$ cat src/rtl/secuencia_programar_pkg.sv
// Shared decoder codes and sequencer state encoding.
package secuencia_programar_pkg;

  localparam logic [4:0] CODE_IDLE  = 5'd0;
  localparam logic [4:0] PROG_FIRST = 5'd1;
  localparam logic [4:0] PROG_LAST  = 5'd21;
  localparam logic [4:0] INIT_FIRST = 5'd22;
  localparam logic [4:0] INIT_LAST  = 5'd29;

  typedef enum logic [1:0] {
    IDLE     = 2'd0,
    RUN_PROG = 2'd1,
    RUN_INIT = 2'd2
  } state_t;

endpackage

$ cat src/rtl/secuencia_programar_step.sv
// Loadable down-counter that times how long each ctrl_W code is held.
module step_timer #(
  parameter int unsigned CNT_W = 8
) (
  input  logic             clk,
  input  logic             reset,
  input  logic             load,
  input  logic [CNT_W-1:0] load_val,
  output logic             zero
);

  logic [CNT_W-1:0] cnt;

  // Load takes priority; otherwise count down and rest at zero.
  always_ff @(posedge clk or negedge reset) begin
    if (!reset) begin
      cnt <= '0;
    end else if (load) begin
      cnt <= load_val;
    end else if (cnt != '0) begin
      cnt <= cnt - 1'b1;
    end
  end

  assign zero = (cnt == '0);

endmodule

$ cat src/rtl/secuencia_programar.sv
// Sequencer emitting the ctrl_W code stream for the programming decoder.
module secuencia_programar
  import secuencia_programar_pkg::*;
#(
  parameter int unsigned STEP_CYCLES = 10,
  parameter int unsigned CNT_W       = 8
) (
  input  logic       clk,
  input  logic       reset,
  input  logic       start_prog,
  input  logic       start_init,
  output logic [4:0] ctrl_W,
  output logic       busy,
  output logic       done
);

  localparam logic [CNT_W-1:0] RELOAD = CNT_W'(STEP_CYCLES - 1);

  state_t     state, state_n;
  logic [4:0] code_n;
  logic       busy_n, done_n;
  logic       load, zero;

  step_timer #(.CNT_W(CNT_W)) u_timer (
    .clk      (clk),
    .reset    (reset),
    .load     (load),
    .load_val (RELOAD),
    .zero     (zero)
  );

  // State and all outputs are registered; no input reaches ctrl_W combinationally.
  always_ff @(posedge clk or negedge reset) begin
    if (!reset) begin
      state  <= IDLE;
      ctrl_W <= CODE_IDLE;
      busy   <= 1'b0;
      done   <= 1'b0;
    end else begin
      state  <= state_n;
      ctrl_W <= code_n;
      busy   <= busy_n;
      done   <= done_n;
    end
  end

  // Next state, next code and timer reload; done defaults low so it pulses once.
  always_comb begin
    state_n = state;
    code_n  = ctrl_W;
    busy_n  = busy;
    done_n  = 1'b0;
    load    = 1'b0;
    unique case (state)
      IDLE: begin
        code_n = CODE_IDLE;
        busy_n = 1'b0;
        if (start_init) begin
          state_n = RUN_INIT;
          code_n  = INIT_FIRST;
          busy_n  = 1'b1;
          load    = 1'b1;
        end else if (start_prog) begin
          state_n = RUN_PROG;
          code_n  = PROG_FIRST;
          busy_n  = 1'b1;
          load    = 1'b1;
        end
      end
      RUN_PROG, RUN_INIT: begin
        if (zero) begin
          if (ctrl_W != ((state == RUN_PROG) ? PROG_LAST : INIT_LAST)) begin
            code_n = ctrl_W + 5'd1;
            load   = 1'b1;
          end else begin
            state_n = IDLE;
            code_n  = CODE_IDLE;
            busy_n  = 1'b0;
            done_n  = 1'b1;
          end
        end
      end
      default: begin
        state_n = IDLE;
        code_n  = CODE_IDLE;
        busy_n  = 1'b0;
      end
    endcase
  end

endmodule

$ cat config.mk
export PLATFORM = sky130hd
export DESIGN_NAME = secuencia_programar
export DESIGN_NICKNAME = d
export VERILOG_FILES = /design/src/rtl/secuencia_programar_pkg.sv /design/src/rtl/secuencia_programar_step.sv /design/src/rtl/secuencia_programar.sv
export SDC_FILE = /design/constraint.sdc
export NUM_CORES = 1
export LEC_CHECK = 0
export CAP_MARGIN = 20
export CORE_AREA = 4 4 51 53
export CTS_CLUSTER_SIZE = 16
export DETAILED_ROUTE_END_ITERATION = 8
export DIE_AREA = 0 0 55 57
export PLACE_DENSITY_LB_ADDON = 0.12
export REMOVE_ABC_BUFFERS = 1
export SETUP_SLACK_MARGIN = 0.02
export SLEW_MARGIN = 10
export SYNTH_ARGS = -nofsm -noshare
export SYNTH_HDL_FRONTEND = slang
export SYNTH_SLANG_ARGS = --single-unit
$ cat constraint.sdc
create_clock -name clk -period 2.22 [get_ports clk]
set_clock_uncertainty 0.05 [all_clocks]
set_input_delay 0.555 -clock clk [delete_from_list [all_inputs] [get_ports clk]]
set_output_delay 0.555 -clock clk [all_outputs]
set_load 0.01 [all_outputs]
==> impl_metrics.json, run 1 <==
{
  "setup_viol": 0,
  "die_area_um2": 3135,
  "synthCells": 105,
  "grt_usage": 0.1672,
  "cp.depth": 1,
  "final_nets": 133,
  "critPathRequiredTime_ns": 1.62,
  "cp-start-kind": "flip-flop",
  "ys_async_sr_fraction": 1.000,
  "slew_headroom": 0.6852,
  "crit_chain": "clkdlybuf4s50_1",
  "dp_slack_ns": 0.2492,
  "clkTransAtPathRegs_ns": 0.11,
  "crit_type": "flip-flop to output pin",
  "p_leak_uw": 0.0005207,
  "rows": 17,
  "ys_types": 36,
  "grt-ovfl-total": 0,
  "ys_seq_area_frac": 0.4177,
  "die_x_um": 55,
  "first_global_vias": 900,
  "grt_max_degree": 18,
  "slew_violations": 0,
  "ioPinCount": 11,
  "comb_power_share": 0.580,
  "drive_gt1_frac": 0.1322,
  "cts_inserted_buffers": 3,
  "vdd_drop_max_uv": 743.0,
  "cts_resized": 0,
  "cts_num_sinks": 17,
  "coreArea_um2": 2148,
  "maxCapViolations": 0,
  "power_frac_clock": 0.094,
  "worstMarginPinSlew_ns": 0.4680,
  "grt_pass1_wl_um": 3926,
  "period_share": 0.8946,
  "avgRoutedWirePerCell_um": 14.72,
  "critical-path-top-delay-family": "buffers and inverters",
  "power.density_nw_per_um2": 1495,
  "route.vias.total": 836,
  "yosysTopAreaCellShare": 0.4177,
  "root_buffer": "clkbuf_4",
  "syn_area_um2": 1018,
  "cts_hold_buf": 0,
  "postRouteAntennaNets": 0,
  "h-tree-depth": 1,
  "r2r_slack_ns": 0.30,
  "synth_edf_count": 0,
  "rsz0062_at_grt": "false",
  "initial_core_util": 0.4741,
  "synth_top_cell_by_area": "dfrtp_1",
  "reg2reg_depth": 6,
  "clk_latency_ns": 0.29,
  "slowest_delay_ns": 0.59,
  "rr_startpoint": "u_timer.cnt[0]",
  "cts_tree": "built",
  "clock_path_buffers": 2,
  "p_sw_frac": 0.4539,
  "slowest_stage": "clkdlybuf4s50_1",
  "dp_hpwl_um": 1606,
  "arrival_ns": 1.38,
  "seqPwrFrac": 0.326,
  "finalWorstSetupSlack_ns": 0.2340,
  "drcViolationCount": 0,
  "grt_antenna_before_repair": 0,
  "ys_warn_count": 0,
  "fmax_mhz": 503.5,
  "period_needed_ns": 1.986,
  "ys.flop_type": "dfrtp_1",
  "min_path_type": "flip-flop to flip-flop",
  "switchingPower_uw": 814.3,
  "crit_fanout": 8,
  "power.internal_uw": 979.8,
  "tns_ns": 0,
  "cp-endpoint": "ctrl_W[2]",
  "critPathLaunch": "ctrl_W[2]",
  "viasPerCell": 5.611,
  "die_h_um": 57,
  "status": "complete, no violations",
  "place.port_buffers": 10,
  "drt_iter0_markers": 20,
  "rr_endpoint": "ctrl_W[2]",
  "worst_setup_path_end_kind": "output pin",
  "area.growth.synth_to_final_pct": 17.81,
  "firstDrtPassIters": 4,
  "yosys-top-cells-area": "dfrtp_1 (42%), ha_1 (8.6%), o21ai_0 (3.9%), nor2_1 (3.7%), a22o_1 (3.4%)",
  "crit_buf_inv": 1,
  "power_uw": 1794,
  "antennaDiodeCount": 0,
  "hold_viol": 0,
  "cts_setup_buffers": 0,
  "gp_congestion": 0.8434,
  "finalWirelength_um": 2193,
  "post_synth.cell_area_avg_um2": 9.700,
  "synth.ff_latch_count": 17
}
registers in the layout (all words and copies together), names as in the netlist:
signal	count
u_timer.cnt	8
ctrl_W	5
state	2
busy	1
done	1
area by class of cell:
cell class | count | area [um^2]
fill | 210 | 948.4
multi-input combinational | 80 | 563.0
sequential | 17 | 425.4
timing repair buffer | 13 | 122.6
tap | 28 | 35.03
inverter | 7 | 26.28
clock buffer | 3 | 22.52
clock inverter | 1 | 5.005
per-layer routing:
layer	global-route usage	routed length, um	up-vias
met5	0	0	-
met4	0.06597	29	0
met3	0.02611	112	4
met2	0.2736	1044	38
met1	0.2151	1005	380
li1	-	-	414
worst min path at each step:
stage	start	to	slack, ns	cells past startpoint
floorplan	reset	busy	0.21	0
global placement	busy	busy	0.46	2
detailed placement	state[1]	state[1]	0.46	1
CTS	busy	busy	0.48	2
global route	state[1]	state[1]	0.52	1
finish	busy	busy	0.47	2
cells by family (layout without fill, tap and decap cells):
logic type	after synthesis	after routing	share of synthesized area
and+or+nand+nor	39	39	0.2003
AOI/OAI and AO/OA	26	26	0.1929
DFF	17	17	0.4177
buffers and inverters	8	24	0.02949
adders and majority gates	7	7	0.08599
xor gates and xnor gates	5	5	0.04301
muxes	3	3	0.03071
layout by cell type, fill, tap and decap left out, types with 3 or more instances in the layout:
cell / count
buf_4: 3
nor2_1: 10
nand3_1: 4
inv_1: 7
dfrtp_1: 17
clkdlybuf4s50_1: 10
xnor2_1: 3
nand2_1: 8
a22o_1: 4
nor3_1: 4
ha_1: 7
or3_1: 3
clkbuf_4: 3
o21ai_0: 8
through the flow:
step                      instance area, um^2  hold WS (ns)  std cells  utilization
after global routing                     1200        0.5191        149       0.5585
final                                    1200        0.4698        149       0.5585
after detailed placement                 1172        0.4602        145       0.5457
after global placement                   1172        0.4589        145       0.5457
after floorplan                          1015        0.2094        104            -
after CTS                                1200        0.4778        149       0.5585
worst reg2reg max path, delay by kind of cell (launching register included):
| kind | cells | cell delay (ns) |
|---|---|---|
| adder cells (fa/ha/maj) | 1 | 0.16 |
| AO/OA/AOI/OAI | 3 | 0.58 |
| AND/OR/NAND/NOR | 1 | 0.53 |
| flip-flops | 1 | 0.41 |
| buffers and inverters | 1 | 0.10 |
Yosys cell counts (2+ instances only):
| cell | instances |
|---|---|
| nor4_1 | 2 |
| or3_1 | 3 |
| nand3_1 | 4 |
| xor2_1 | 2 |
| o21ai_0 | 8 |
| nor2_1 | 10 |
| nor3_1 | 4 |
| dfrtp_1 | 17 |
| a31oi_1 | 2 |
| xnor2_1 | 3 |
| nand2_1 | 8 |
| inv_1 | 7 |
| mux2i_1 | 2 |
| ha_1 | 7 |
| nand2b_1 | 2 |
| a22o_1 | 4 |
power by group through the flow:
stage / Clock (uW) / Combinational, uW / Sequential (uW)
5_1_grt: 192 / 1170 / 608
4_1_cts: 178 / 1050 / 583
6_report: 170 / 1040 / 585
3_5_place_dp: 0 / 1040 / 589
2_1_floorplan: 0 / 721 / 575
3_3_place_gp: 0 / 1020 / 588
No activity file was read; power rests on OpenSTA's default activity.
==> inputs of run 2 (changes only) <==
Settings changed: PLACE_DENSITY from default to 0.67, PLACE_DENSITY_LB_ADDON 0.12 to default.
Clock period 2.22 ns to 2.55 ns, I/O delays scaled along.
==> impl_metrics.json, run 2 (synthesized netlist as in run 1, its figures left out) <==
{
  "status": "complete, no violations",
  "rsz0062_at_grt": "false",
  "grt_max_degree": 18,
  "largest_reg_flops": 8,
  "postRouteAntennaNets": 0,
  "crit_fanout": 8,
  "initial_core_util": 0.4741,
  "final_nets": 131,
  "p_leak_uw": 0.0005079,
  "die_x_um": 55,
  "power.density_nw_per_um2": 1296,
  "die_area_um2": 3135,
  "slowest_delay_ns": 0.59,
  "worstMarginPinSlew_ns": 0.5237,
  "drt_iter0_markers": 22,
  "rows": 17,
  "grt-ovfl-total": 0,
  "grt_pass1_wl_um": 3877,
  "h-tree-depth": 1,
  "avgRoutedWirePerCell_um": 15.23,
  "slowest_stage": "clkdlybuf4s50_1",
  "gp_congestion": 0.7756,
  "dp_hpwl_um": 1678,
  "grt_antenna_before_repair": 0,
  "min_path_type": "flip-flop to flip-flop",
  "slew_headroom": 0.6501,
  "place.port_buffers": 10,
  "hold_viol": 0,
  "grt_usage": 0.1636,
  "finalWirelength_um": 2239,
  "antennaDiodeCount": 0,
  "cts_setup_buffers": 0,
  "clk_latency_ns": 0.28,
  "cp-start-kind": "flip-flop",
  "first_global_vias": 825,
  "worst_setup_path_end_kind": "output pin",
  "drive_gt1_frac": 0.1092,
  "clock_path_buffers": 2,
  "maxCapViolations": 0,
  "viasPerCell": 5.762,
  "root_buffer": "clkbuf_4",
  "fmax_mhz": 484.4,
  "hold_slack_ns": 0.4762,
  "largest_registers": "u_timer.cnt: 8 flops, ctrl_W: 5 flops, state: 2 flops",
  "setup_viol": 0,
  "period_share": 0.8096,
  "crit_buf_inv": 1,
  "firstDrtPassIters": 4,
  "vdd_drop_max_uv": 807.2,
  "cts_hold_buf": 0,
  "crit_chain": "clkdlybuf4s50_1",
  "arrival_ns": 1.38,
  "coreArea_um2": 2148,
  "die_h_um": 57,
  "route.vias.total": 847,
  "drcViolationCount": 0,
  "cts_inserted_buffers": 3,
  "slew_violations": 0,
  "area.growth.synth_to_final_pct": 16.22,
  "critical-path-top-delay-family": "buffers and inverters",
  "cts_tree": "built",
  "period_needed_ns": 2.065,
  "critPathRequiredTime_ns": 1.86,
  "crit_type": "flip-flop to output pin",
  "layout_commonest_cell": "dfrtp_1",
  "cts_resized": 0,
  "top_register": "u_timer.cnt",
  "final_cell_mix": "dfrtp_1 (17), nor2_1 (10), clkdlybuf4s50_1 (10)",
  "cts_num_sinks": 17,
  "ioPinCount": 11,
  "tns_ns": 0,
  "clkTransAtPathRegs_ns": 0.10
}
run 2: changes by cell type in the layout (fill, tap and decap cells not counted):
cell,change
clkinv_2,-1
clkbuf_1,+1
buf_4,-2
run 2: worst paths after layout:
check,from,end,slack [ns],cells past startpoint
min reg2reg,busy,busy,0.48,2
max,ctrl_W[2],ctrl_W[2],0.49,1
min in group asynchronous,reset,u_timer.cnt[4],0.61,2
max in group asynchronous,reset,u_timer.cnt[3],1.65,2
max reg2reg,state[0],ctrl_W[4],0.55,5
min,busy,busy,0.48,2
run 2: layer usage:
metal / wire, um / GRT usage
met5: 0 / 0
met4: 23 / 0.04167
met3: 68 / 0.02611
met2: 1079 / 0.2399
met1: 1067 / 0.2492
run 2: area by class of cell:
| type | instances | area [um^2] |
|---|---|---|
| clock buffer | 4 | 26.28 |
| timing repair buffer | 11 | 107.6 |
| multi-input combinational | 80 | 563.0 |
| sequential | 17 | 425.4 |
| inverter | 7 | 26.28 |
| tap | 28 | 35.03 |
| fill | 212 | 964.7 |
run 2: power by group:
| part | switching (uW) | internal (uW) |
|---|---|---|
| sequential | 136 | 380 |
| clock | 81.5 | 60.8 |
| combinational | 490 | 385 |
run 2: stage by stage:
step	std cells	cell area, um^2	utilization	setup WS, ns	power, uW
after floorplan	104	1015	-	0.7982	1128
after detailed placement	143	1157	0.5387	0.3906	1381
after CTS	147	1184	0.5510	0.4822	1530
after global routing	147	1184	0.5510	0.2956	1676
final	147	1184	0.5510	0.4854	1534
after global placement	143	1157	0.5387	0.4311	1364
==> inputs of run 3 (changes only) <==
Settings changed: PLACE_DENSITY 0.67 to 0.7.
Clock period 2.55 ns to 1.66 ns, I/O delays scaled along.
==> impl_metrics.json, run 3 (synthesized netlist as in run 1, its figures left out) <==
{
  "status": "finished with violations",
  "violations": "negative setup slack",
  "p_leak_uw": 0.0006903,
  "cts_num_sinks": 17,
  "crit_fanout": 5,
  "avgRoutedWirePerCell_um": 15.36,
  "cts_tree": "built",
  "route.vias.total": 997,
  "vdd_drop_max_uv": 1155,
  "final_cell_mix": "buf_4 (28), dfrtp_1 (15), nor2_1 (9)",
  "place.port_buffers": 10,
  "worst_setup_path_end_kind": "flip-flop",
  "die_area_um2": 3135,
  "final_cells": 175,
  "fmax_mhz": 572.0,
  "drcViolationCount": 0,
  "dp_slack_ns": -0.2069,
  "power_frac_clock": 0.072,
  "critPathRequiredTime_ns": 1.80,
  "fillers": 167,
  "power.internal_uw": 1794,
  "power.density_nw_per_um2": 2127,
  "cp-endpoint": "ctrl_W[2]",
  "seqPwrFrac": 0.227,
  "finalWirelength_um": 2688,
  "initial_core_util": 0.4741,
  "switchingPower_uw": 1354,
  "top_register": "u_timer.cnt",
  "dp.cells": 164,
  "largest_registers": "u_timer.cnt: 8 flops, ctrl_W: 5 flops, state: 2 flops",
  "worstMarginPinSlew_ns": 0.3987,
  "cp-start-kind": "flip-flop",
  "r2r_slack_ns": -0.09,
  "p_sw_frac": 0.4302,
  "comb_power_share": 0.701,
  "grt_pass1_wl_um": 4664,
  "final_nets": 159,
  "grt_usage": 0.2012,
  "grt-ovfl-total": 0,
  "rows": 17,
  "first_global_vias": 1001,
  "design_area_um2": 1480,
  "rsz0062_at_grt": "true",
  "h-tree-depth": 1,
  "slew_headroom": 0.7320,
  "area.growth.synth_to_final_pct": 45.33,
  "clock_path_buffers": 2,
  "hold_viol": 0,
  "drt_iter0_markers": 36,
  "critPathLaunch": "u_timer.cnt[0]",
  "cts_inserted_buffers": 3,
  "largest_reg_flops": 8,
  "antennaDiodeCount": 0,
  "die_h_um": 57,
  "viasPerCell": 5.697,
  "finalWorstSetupSlack_ns": -0.08824,
  "grt_antenna_before_repair": 0,
  "period_share": 1.053,
  "min_path_type": "input port to async pin",
  "gp_congestion": 0.7931,
  "coreArea_um2": 2148,
  "dpl_cell_area_um2": 1315,
  "die_x_um": 55,
  "ioPinCount": 11,
  "reg2reg_depth": 6,
  "dp_hpwl_um": 1793,
  "layout_commonest_cell": "buf_4",
  "grt_max_degree": 18,
  "root_buffer": "clkbuf_4",
  "drive_gt1_frac": 0.3810,
  "crit_type": "flip-flop to flip-flop",
  "slew_violations": 0,
  "rr_endpoint": "ctrl_W[2]",
  "clk_latency_ns": 0.29,
  "period_needed_ns": 1.748,
  "clkTransAtPathRegs_ns": 0.10,
  "maxCapViolations": 0,
  "arrival_ns": 1.89,
  "setup_viol": 8,
  "firstDrtPassIters": 4,
  "rr_startpoint": "u_timer.cnt[0]",
  "postRouteAntennaNets": 0
}
run 3: per-layer routing:
layer  vias to the layer above  wire [um]  track usage
met3                         8        126      0.03133
met1                       496       1094       0.2706
met4                         0         58      0.08681
li1                        465          -            -
met2                        28       1408       0.3142
met5                         -          0            0
run 3: worst max-delay path: stages, from the launching register on:
cell,delay (ns)
dfrtp_1,0.41
inv_2,0.09
ha_4,0.13
or3b_4,0.41
o21ai_4,0.23
o31ai_2,0.11
a22o_1,0.22
run 3: cell type report:
| class | count | area [um^2] | area share |
|---|---|---|---|
| repair buffers | 39 | 316.6 | 0.2139 |
| flip-flops and latches | 17 | 427.9 | 0.2891 |
| well taps | 28 | 35.03 | 0.02367 |
| clock buffers | 4 | 26.28 | 0.01775 |
| multi-input cells | 80 | 648.1 | 0.4379 |
| inverters | 7 | 26.28 | 0.01775 |
run 3: stage by stage:
| stage | util | setup TNS, ns | hold WS, ns | total power (uW) |
|---|---|---|---|---|
| 2_1_floorplan | - | -0.3680 | 0.06941 | 1732 |
| 3_3_place_gp | 0.6121 | -1.137 | 0.4627 | 2447 |
| 3_5_place_dp | 0.6121 | -2.389 | 0.4741 | 2494 |
| 4_1_cts | 0.6704 | -0.2029 | 0.3996 | 2961 |
| 5_1_grt | 0.6890 | -1.490 | 0.4076 | 3384 |
| 6_report | 0.6890 | -0.4819 | 0.3870 | 3148 |
run 3: power by group through the flow:
stage / clock [uW] / combinational, uW / sequential [uW]
floorplan: 0 / 964 / 768
global placement: 0 / 1730 / 721
detailed placement: 0 / 1760 / 732
CTS: 226 / 2020 / 714
global route: 240 / 2410 / 738
finish: 226 / 2210 / 714
run 3: worst min-delay path by stage:
stage | from | endpoint | slack, ns | cells past startpoint
6_report | reset | done | 0.39 | 2
5_1_grt | reset | u_timer.cnt[6] | 0.41 | 2
4_1_cts | reset | u_timer.cnt[6] | 0.40 | 2
3_5_place_dp | busy | busy | 0.47 | 2
3_3_place_gp | busy | busy | 0.46 | 2
2_1_floorplan | reset | busy | 0.07 | 0
run 3: timing repair:
action | CTS | global route
resized for setup | 26 | 4
endpoints found under the setup margin | 23 | 18
hold buffers | 0 | 0
endpoints found under the hold margin | 0 | 0
setup buffers | 4 | 3
pin swaps | 7 | 2
